File: config.mk
export PLATFORM = sky130hd
export DESIGN_NAME = nes_dual_poll_scheduler
export DESIGN_NICKNAME = d
export VERILOG_FILES = /design/src/rtl/nes_dual_poll_scheduler.sv
export SDC_FILE = /design/constraint.sdc
export NUM_CORES = 1
export LEC_CHECK = 0
export CAP_MARGIN = 10
export CORE_MARGIN = 4
export CORE_UTILIZATION = 35
export DETAILED_ROUTE_END_ITERATION = 10
export GPL_TIMING_DRIVEN = 0
export PLACE_DENSITY = 0.64
export SYNTH_ARGS = -nofsm -noshare
export SYNTH_HDL_FRONTEND = slang
export SYNTH_SLANG_ARGS = --single-unit
File: constraint.sdc
create_clock -name i_clk -period 3 [get_ports i_clk]
set_clock_uncertainty 0.15 [all_clocks]
set_input_delay 0.3 -clock i_clk [delete_from_list [all_inputs] [get_ports i_clk]]
set_output_delay 0.3 -clock i_clk [all_outputs]
set_load 0.02 [all_outputs]
File: src/rtl/nes_dual_poll_scheduler.sv
// Purpose : polls two NES pads through one shared nes_controller reader, once every FRAME_DIV vblank edges.
// Latency : request 1 cycle after the start edge; results published 1 cycle after pad 1 answers or times out.
// Backpress: none; vblank edges arriving while a poll is in flight are dropped and i_valid outside WAIT is ignored.
//
// Ports:
//   i_clk, i_rst_n                  clock, asynchronous active-low reset
//   i_vblank, i_enable              frame timing level and polling enable (enable sampled in IDLE)
//   o_read_buttons                  one-cycle read request to nes_controller
//   i_valid, i_buttons              nes_controller result strobe and byte
//   o_data_sel                      pad data-line mux select (0 = pad 0, 1 = pad 1)
//   o_p0_buttons, o_p1_buttons      held button state per pad
//   o_p0_pressed, o_p1_pressed      newly pressed buttons, valid only with o_update
//   o_update                        one-cycle publish strobe
//   o_timeout                       per-pad timeout status of the last poll
//   o_busy                          a poll is in progress
module nes_dual_poll_scheduler #(
    parameter int FRAME_DIV      = 1,
    parameter int SEL_SETTLE     = 4,
    parameter int TIMEOUT_CYCLES = 4096
) (
    input  logic       i_clk,
    input  logic       i_rst_n,
    input  logic       i_vblank,
    input  logic       i_enable,
    output logic       o_read_buttons,
    input  logic       i_valid,
    input  logic [7:0] i_buttons,
    output logic       o_data_sel,
    output logic [7:0] o_p0_buttons,
    output logic [7:0] o_p1_buttons,
    output logic [7:0] o_p0_pressed,
    output logic [7:0] o_p1_pressed,
    output logic       o_update,
    output logic [1:0] o_timeout,
    output logic       o_busy
);

    localparam int TW = (TIMEOUT_CYCLES > 1) ? $clog2(TIMEOUT_CYCLES) : 1;
    localparam int DW = (FRAME_DIV > 1) ? $clog2(FRAME_DIV) : 1;
    localparam logic [TW-1:0] TMO_LAST = TW'(TIMEOUT_CYCLES - 1);
    localparam logic [TW-1:0] SET_LAST = TW'(SEL_SETTLE - 1);
    localparam logic [DW-1:0] DIV_LAST = DW'(FRAME_DIV - 1);

    typedef enum logic [2:0] {
        S_IDLE, S_REQ0, S_WAIT0, S_SETTLE, S_REQ1, S_WAIT1, S_DONE
    } state_t;

    state_t        state, state_nxt;
    logic          vblank_q;
    logic [DW-1:0] div_cnt;
    logic [TW-1:0] timer;
    logic [7:0]    smp0, smp1;
    logic [1:0]    tmo;

    logic vblank_rise, qual_edge, start, timer_last, publish;

    assign vblank_rise = i_vblank & ~vblank_q;
    assign qual_edge   = (state == S_IDLE) && i_enable && vblank_rise;
    assign start       = qual_edge && (div_cnt == DIV_LAST);
    assign timer_last  = (timer == TMO_LAST);
    // Results are registered on the WAIT1 exit edge so they are already visible in the DONE cycle.
    assign publish     = (state == S_WAIT1) && (i_valid || timer_last);

    always_comb begin
        state_nxt      = state;
        o_read_buttons = 1'b0;
        o_data_sel     = 1'b0;
        o_update       = 1'b0;
        o_busy         = (state != S_IDLE);
        case (state)
            S_IDLE:   if (start) state_nxt = S_REQ0;
            S_REQ0: begin
                o_read_buttons = 1'b1;
                state_nxt      = S_WAIT0;
            end
            S_WAIT0:  if (i_valid || timer_last) state_nxt = S_SETTLE;
            S_SETTLE: begin
                o_data_sel = 1'b1;
                if (timer == SET_LAST) state_nxt = S_REQ1;
            end
            S_REQ1: begin
                o_data_sel     = 1'b1;
                o_read_buttons = 1'b1;
                state_nxt      = S_WAIT1;
            end
            S_WAIT1: begin
                o_data_sel = 1'b1;
                if (i_valid || timer_last) state_nxt = S_DONE;
            end
            S_DONE: begin
                o_data_sel = 1'b1;
                o_update   = 1'b1;
                state_nxt  = S_IDLE;
            end
            default:  state_nxt = S_IDLE;
        endcase
    end

    always_ff @(posedge i_clk or negedge i_rst_n) begin
        if (!i_rst_n) begin
            state    <= S_IDLE;
            vblank_q <= 1'b1;   // a vblank already high out of reset must not count as an edge
            div_cnt  <= '0;
            timer    <= '0;
        end else begin
            state    <= state_nxt;
            vblank_q <= i_vblank;
            if (qual_edge)
                div_cnt <= (div_cnt == DIV_LAST) ? '0 : div_cnt + DW'(1);
            // One timer serves both the WAIT timeout and the SETTLE count; it restarts on every state change.
            if (state_nxt != state)
                timer <= '0;
            else if (timer != '1)
                timer <= timer + TW'(1);
        end
    end

    always_ff @(posedge i_clk or negedge i_rst_n) begin
        if (!i_rst_n) begin
            smp0         <= '0;
            smp1         <= '0;
            tmo          <= '0;
            o_p0_buttons <= '0;
            o_p1_buttons <= '0;
            o_p0_pressed <= '0;
            o_p1_pressed <= '0;
            o_timeout    <= '0;
        end else begin
            o_p0_pressed <= '0;
            o_p1_pressed <= '0;
            if (state == S_WAIT0) begin
                if (i_valid) begin
                    smp0   <= i_buttons;
                    tmo[0] <= 1'b0;
                end else if (timer_last) begin
                    tmo[0] <= 1'b1;
                end
            end
            if (state == S_WAIT1) begin
                if (i_valid) begin
                    smp1   <= i_buttons;
                    tmo[1] <= 1'b0;
                end else if (timer_last) begin
                    tmo[1] <= 1'b1;
                end
            end
            if (publish) begin
                o_p0_buttons <= smp0;
                o_p1_buttons <= i_valid ? i_buttons : smp1;
                o_p0_pressed <= tmo[0] ? 8'h00 : (smp0 & ~o_p0_buttons);
                o_p1_pressed <= i_valid ? (i_buttons & ~o_p1_buttons) : 8'h00;
                o_timeout    <= {~i_valid, tmo[0]};
            end
        end
    end

endmodule

==> results of run 1 <==
## kinds of logic (layout without fill, tap and decap cells)
logic type / after synthesis / after routing / synth area share (%)
buf+inv: 15 / 82 / 3.09
simple gates: 62 / 62 / 13.9
fa+ha+maj: 1 / 1 / 0.411
mux: 43 / 43 / 15.8
xor+xnor: 8 / 8 / 2.30
flops: 67 / 67 / 55.2
compound gates: 33 / 33 / 9.30
## state kept, by name, indices dropped and copies added (netlist names)
| name | count |
|---|---|
| timer | 12 |
| o_p0_buttons | 8 |
| o_p0_pressed | 8 |
| o_p1_buttons | 8 |
| o_p1_pressed | 8 |
| smp0 | 8 |
| smp1 | 8 |
| state | 3 |
| o_timeout | 2 |
| tmo | 1 |
| vblank_q | 1 |
## worst min-delay path by stage
stage	from	endpoint	slack, ns	depth (start not counted)
after floorplan	i_rst_n	o_p0_buttons[0]	-0.15	0
after global routing	i_vblank	vblank_q	0.23	1
after global placement	o_p0_buttons[2]	o_p0_pressed[2]	0.29	1
after detailed placement	o_p1_buttons[6]	o_p1_pressed[6]	0.30	1
final	i_vblank	vblank_q	0.25	1
after CTS	i_vblank	vblank_q	0.24	1
## cell usage after synthesis (all sizes together) (2+ instances only)
library cell	n
dfrtp	66
mux2	41
a21oi	12
buf	10
nor2	9
nand3	8
nor3b	8
nor4b	8
nand2	6
xnor2	6
o21ai	5
a211oi	4
and4	4
a31oi	3
and3	3
inv	3
nand4	3
or3	3
a22oi	2
clkbuf	2
mux2i	2
nor3	2
nor4	2
o21a	2
xor2	2
## report_power, final
| part | switching (mW) | internal, mW | total, mW |
|---|---|---|---|
| clock network | 0.342 | 0.469 | 0.811 |
| logic | 0.0386 | 0.0335 | 0.0722 |
| registers | 0.00379 | 0.909 | 0.913 |
| total | 0.384 | 1.41 | 1.80 |
## layout make-up
class,count,area [um2],share of cell area (%)
Tap cell,105,131,3.37
Clock buffer,10,128,3.27
Sequential cell,67,1680,43.0
Buffer,12,82.6,2.12
Timing Repair Buffer,51,508,13.0
Inverter,3,11.3,0.289
Multi-Input combinational cell,147,1270,32.6
Clock inverter,6,90.1,2.31
## critical path: stages, from the launching register on
cell	delay, ns
dfrtp_1	0.41
ha_1	0.30
and4_2	0.30
a31oi_2	0.19
nor2_4	0.30
buf_4	0.26
mux2_2	0.35
## layer usage
layer	part of all wire [%]	routed length [um]	track usage, %	vias to the layer above
met5	0	0	0	-
met4	1.1	67	3.37	0
met3	6.0	371	4.96	6
met2	48	2940	20.7	46
met1	45	2770	17.2	1020
li1	-	-	-	970
==> flow_summary.toml, run 1 <==
[clock_network]
numCtsBuffers = 9
postCtsResizedCells = 0
clock-root-buffer = "clkbuf_8"
htreeDepth = 3
tritoncts = "built"
clk_latency_ns = 0.33
cts_max_path_buffers = 2
cts-hold-fix-buffers = 1
clock-sinks = 67
clkTransAtPathRegs_ns = 0.07
post_cts_buffers = 0

[logic_synthesis]
synth_edf_count = 0
synth_top_area_share_pct = 54.3
synth_top_cells_by_area = "dfrtp_1, mux2_2, nor4b_1"
yosysTopAreaCell = "dfrtp_1"
synthFlopType = "dfrtp_1"
syn_inst = 229
syn_area_um2 = 3040
ys.warnings.count = 0
async_flop_share_pct = 100
ys_types = 55
synth-seq-cells = 67
ys_seq_area_share_pct = 55.2
syn_avg_cell_area_um2 = 13.3
synth_fp_nets = 243

[route]
viasPerCell = 5.09
wl_per_cell_um = 15.3
first_pass_iters = 4
antenna_left = 0
drtIter0Drc = 65
routed_wirelength_mm = 6.15
vias = 2042
drc = 0

[layout]
fill_cells = 766
finalInstanceArea_um2 = 3900
diodes = 0
layout.nets = 305
final_util_pct = 46.7
finalNonFillerCells = 401
final_cell_mix = "dfrtp_1, clkdlybuf4s50_1, mux2_2"
layout-drive-gt1-share_pct = 29.7
layout_commonest_cell = "dfrtp_1"
area.growth.synth_to_final_pct = 28.2

[critical_path]
critical_path_required_ns = 3.07
cp-end-kind = "flip-flop"
r2r_slack_ns = 0.62
reg2reg_depth = 6
critPathArrivalTime_ns = 2.45
critPathMaxFanout = 10
cp-start-kind = "flip-flop"
timing.rr.end = "o_p0_buttons[1]"
endpoint = "o_p0_buttons[1]"
crit_path_start = "timer[0]"
crit_type = "flip-flop to flip-flop"
r2r-start = "timer[0]"

[floorplanning]
dieArea_um2 = 10200
row_count = 33
fp.dieW_um = 101
die_y_um = 101
floorplan.initialDensity_pct = 36.5
design.core.area_um2 = 8340
num_io_pins = 51

[placement]
place.gp.congestion = 0.849
hpwlAfterDp_mm = 4.21
portBuffers = 50
post-place-cells = 384
post_dp_cell_area_um2 = 3670
dp_slack_ns = 0.340

[power_and_ir_drop]
pwr_density_cell_nw_per_um2 = 461
p_leak_nw = 1.69
p_total_mw = 1.80
peakVddDrop_mv = 0.273

[timing]
setup_tns_ns = 0
slew_violations = 0
min_period_ns = 2.38
fin_crit_sh_pct = 79.3
setup_viol_count_final = 0
rsz0062_at_grt = "false"
fmax_ghz = 0.420
setup_ws_ns = 0.621
worst_pin_slew_ns = 0.819
finalHoldViolCount = 0
relSlewSlack_pct = 45.4
holdWs_ns = 0.254

[grt]
antenna_found_initial = 0
grt_usage_pct = 13.1
grt_pass1_vias = 2015
grt_start_max_net_pins = 68
grt_pass1_wl_mm = 10.4
grt_overflow = 0

[hold_path]
hold_class = "input pin to flip-flop"

[outcome]
outcome = "completed"

[job]
maxCapViolCount = 0
Power figures use the tool's default switching activity.
==> run 2: changes to the inputs <==
- PLACE_DENSITY: 0.64 -> 0.67
- clock period: 3 -> 2.1 ns (I/O delays scaled with it)
==> run 2 against run 1 <==
  * Final cell count rose by 2.2%
  * Sequential share of layout area fell by 1.3 points
  * Via count is 0.54% higher
  * Global-route usage decreased by 0.078 points
  * Maximum frequency is 16% higher
  * Largest power group unchanged
  * Highest routed layer unchanged
==> flow_summary.toml, run 2 (synthesized netlist as in run 1, its figures left out) <==
[layout]
final_cell_mix = "dfrtp_1, clkdlybuf4s50_1, mux2_2"
regMostFlops = "timer"
layout-drive-gt1-share_pct = 34.4
final_util_pct = 48.2
multiInputGateArea_um2 = 1310
diodes = 0
largest_reg_flops = 12
layout_commonest_cell = "dfrtp_1"
fill_cells = 757
seqCellArea_um2 = 1680
area.growth.synth_to_final_pct = 32.3
finalNonFillerCells = 410
layout.nets = 314

[timing]
relSlewSlack_pct = 44.6
fin_crit_sh_pct = 97.9
fmax_ghz = 0.487
worst_pin_slew_ns = 0.830
holdWs_ns = 0.156
setup_ws_ns = 0.0447
finalHoldViolCount = 0
min_period_ns = 2.06
setup_viol_count_final = 0
slew_violations = 0
rsz0062_at_grt = "true"

[clock_network]
htreeDepth = 3
cts_max_path_buffers = 2
clkTransAtPathRegs_ns = 0.07
tritoncts = "built"
numCtsBuffers = 9
clk_latency_ns = 0.34
clock-sinks = 67
clock-root-buffer = "clkbuf_8"

[placement]
place.gp.congestion = 0.825
hpwlAfterDp_mm = 4.33
post-place-cells = 384
dp_slack_ns = -0.479
portBuffers = 50

[route]
antenna_left = 0
drtIter0Drc = 72
first_pass_iters = 4
drc = 0
viasPerCell = 5.01
wl_per_cell_um = 15.7
routed_wirelength_mm = 6.42
vias = 2053

[grt]
grt_usage_pct = 13.1
grt_pass1_vias = 2009
grt_overflow = 0
grt_start_max_net_pins = 68
grt_pass1_wl_mm = 10.4
antenna_found_initial = 0

[critical_path]
cp-end-kind = "flip-flop"
critPathArrivalTime_ns = 2.11
critical_path.slowest_cell = "or4b_4"
path_cells = "ha_4, or4b_4, o31ai_4, o311a_4, buf_12, a22oi_2"
critical_path_required_ns = 2.16
critPathMaxFanout = 6
worst_path_largest_cell_delay_ns = 0.49
cp-start-kind = "flip-flop"
crit_family = "compound AO/OA/AOI/OAI gates"
cp_num_buf_inv = 1
crit_type = "flip-flop to flip-flop"

[floorplanning]
fp.dieW_um = 101
die_y_um = 101
row_count = 33
dieArea_um2 = 10200
floorplan.initialDensity_pct = 36.5
num_io_pins = 51
design.core.area_um2 = 8340

[job]
maxCapViolCount = 0

[power_and_ir_drop]
pwr_density_cell_nw_per_um2 = 639
p_leak_nw = 1.76
peakVddDrop_mv = 0.284
p_total_mw = 2.57

[hold_path]
hold_class = "input pin to flip-flop"

[outcome]
outcome = "completed"
run 2: path summary, 6_finish.rpt:
check,start,to,slack (ns),cells after the start
worst min register to register,o_p0_buttons[4],o_p0_pressed[4],0.31,1
worst min-delay path,i_vblank,vblank_q,0.16,1
min in group asynchronous,i_rst_n,o_p1_buttons[6],0.35,2
worst max-delay path,timer[1],timer[8],0.04,6
max in group asynchronous,i_rst_n,timer[0],0.85,2
worst max register to register,timer[1],timer[8],0.04,6
run 2: final cells by class:
| type | instances | share of cell area, % |
|---|---|---|
| clock inverter | 6 | 2.21 |
| inverter | 3 | 0.280 |
| multi-input combinational | 147 | 32.5 |
| tap | 105 | 3.26 |
| buffer | 12 | 2.11 |
| sequential | 67 | 41.7 |
| timing repair buffer | 60 | 14.7 |
| clock buffer | 10 | 3.17 |
run 2: layer usage:
layer  track usage [%]  share of wire [%]
met1              17.0                 45
met2              20.8                 49
met3              5.10                5.1
met4              2.76               0.64
met5                 0                  0
run 2: through the flow:
| step | TNS [ns] | instance area, um2 |
|---|---|---|
| 6_report | 0 | 4020 |
| 2_1_floorplan | 0 | 3040 |
| 5_1_grt | -0.106 | 4020 |
| 3_3_place_gp | -114.06 | 3670 |
| 3_5_place_dp | -9.54 | 3670 |
| 4_1_cts | 0 | 3940 |
run 2: what timing repair did:
item | 4_1_cts | 5_1_grt
gates cloned | 0 | 1
endpoints found under the hold margin | 66 | 0
hold buffers | 1 | 0
setup buffers | 3 | 5
setup endpoints to repair | 43 | 23
pin swaps | 2 | 10
resized for setup | 10 | 4
run 2: power by group:
| group | internal [mW] | leakage [nW] | switching [mW] | total, mW |
|---|---|---|---|---|
| clock | 0.670 | 0.103 | 0.493 | 1.16 |
| sequential | 1.30 | 0.848 | 0.00539 | 1.30 |
| combinational | 0.0482 | 0.811 | 0.0558 | 0.104 |
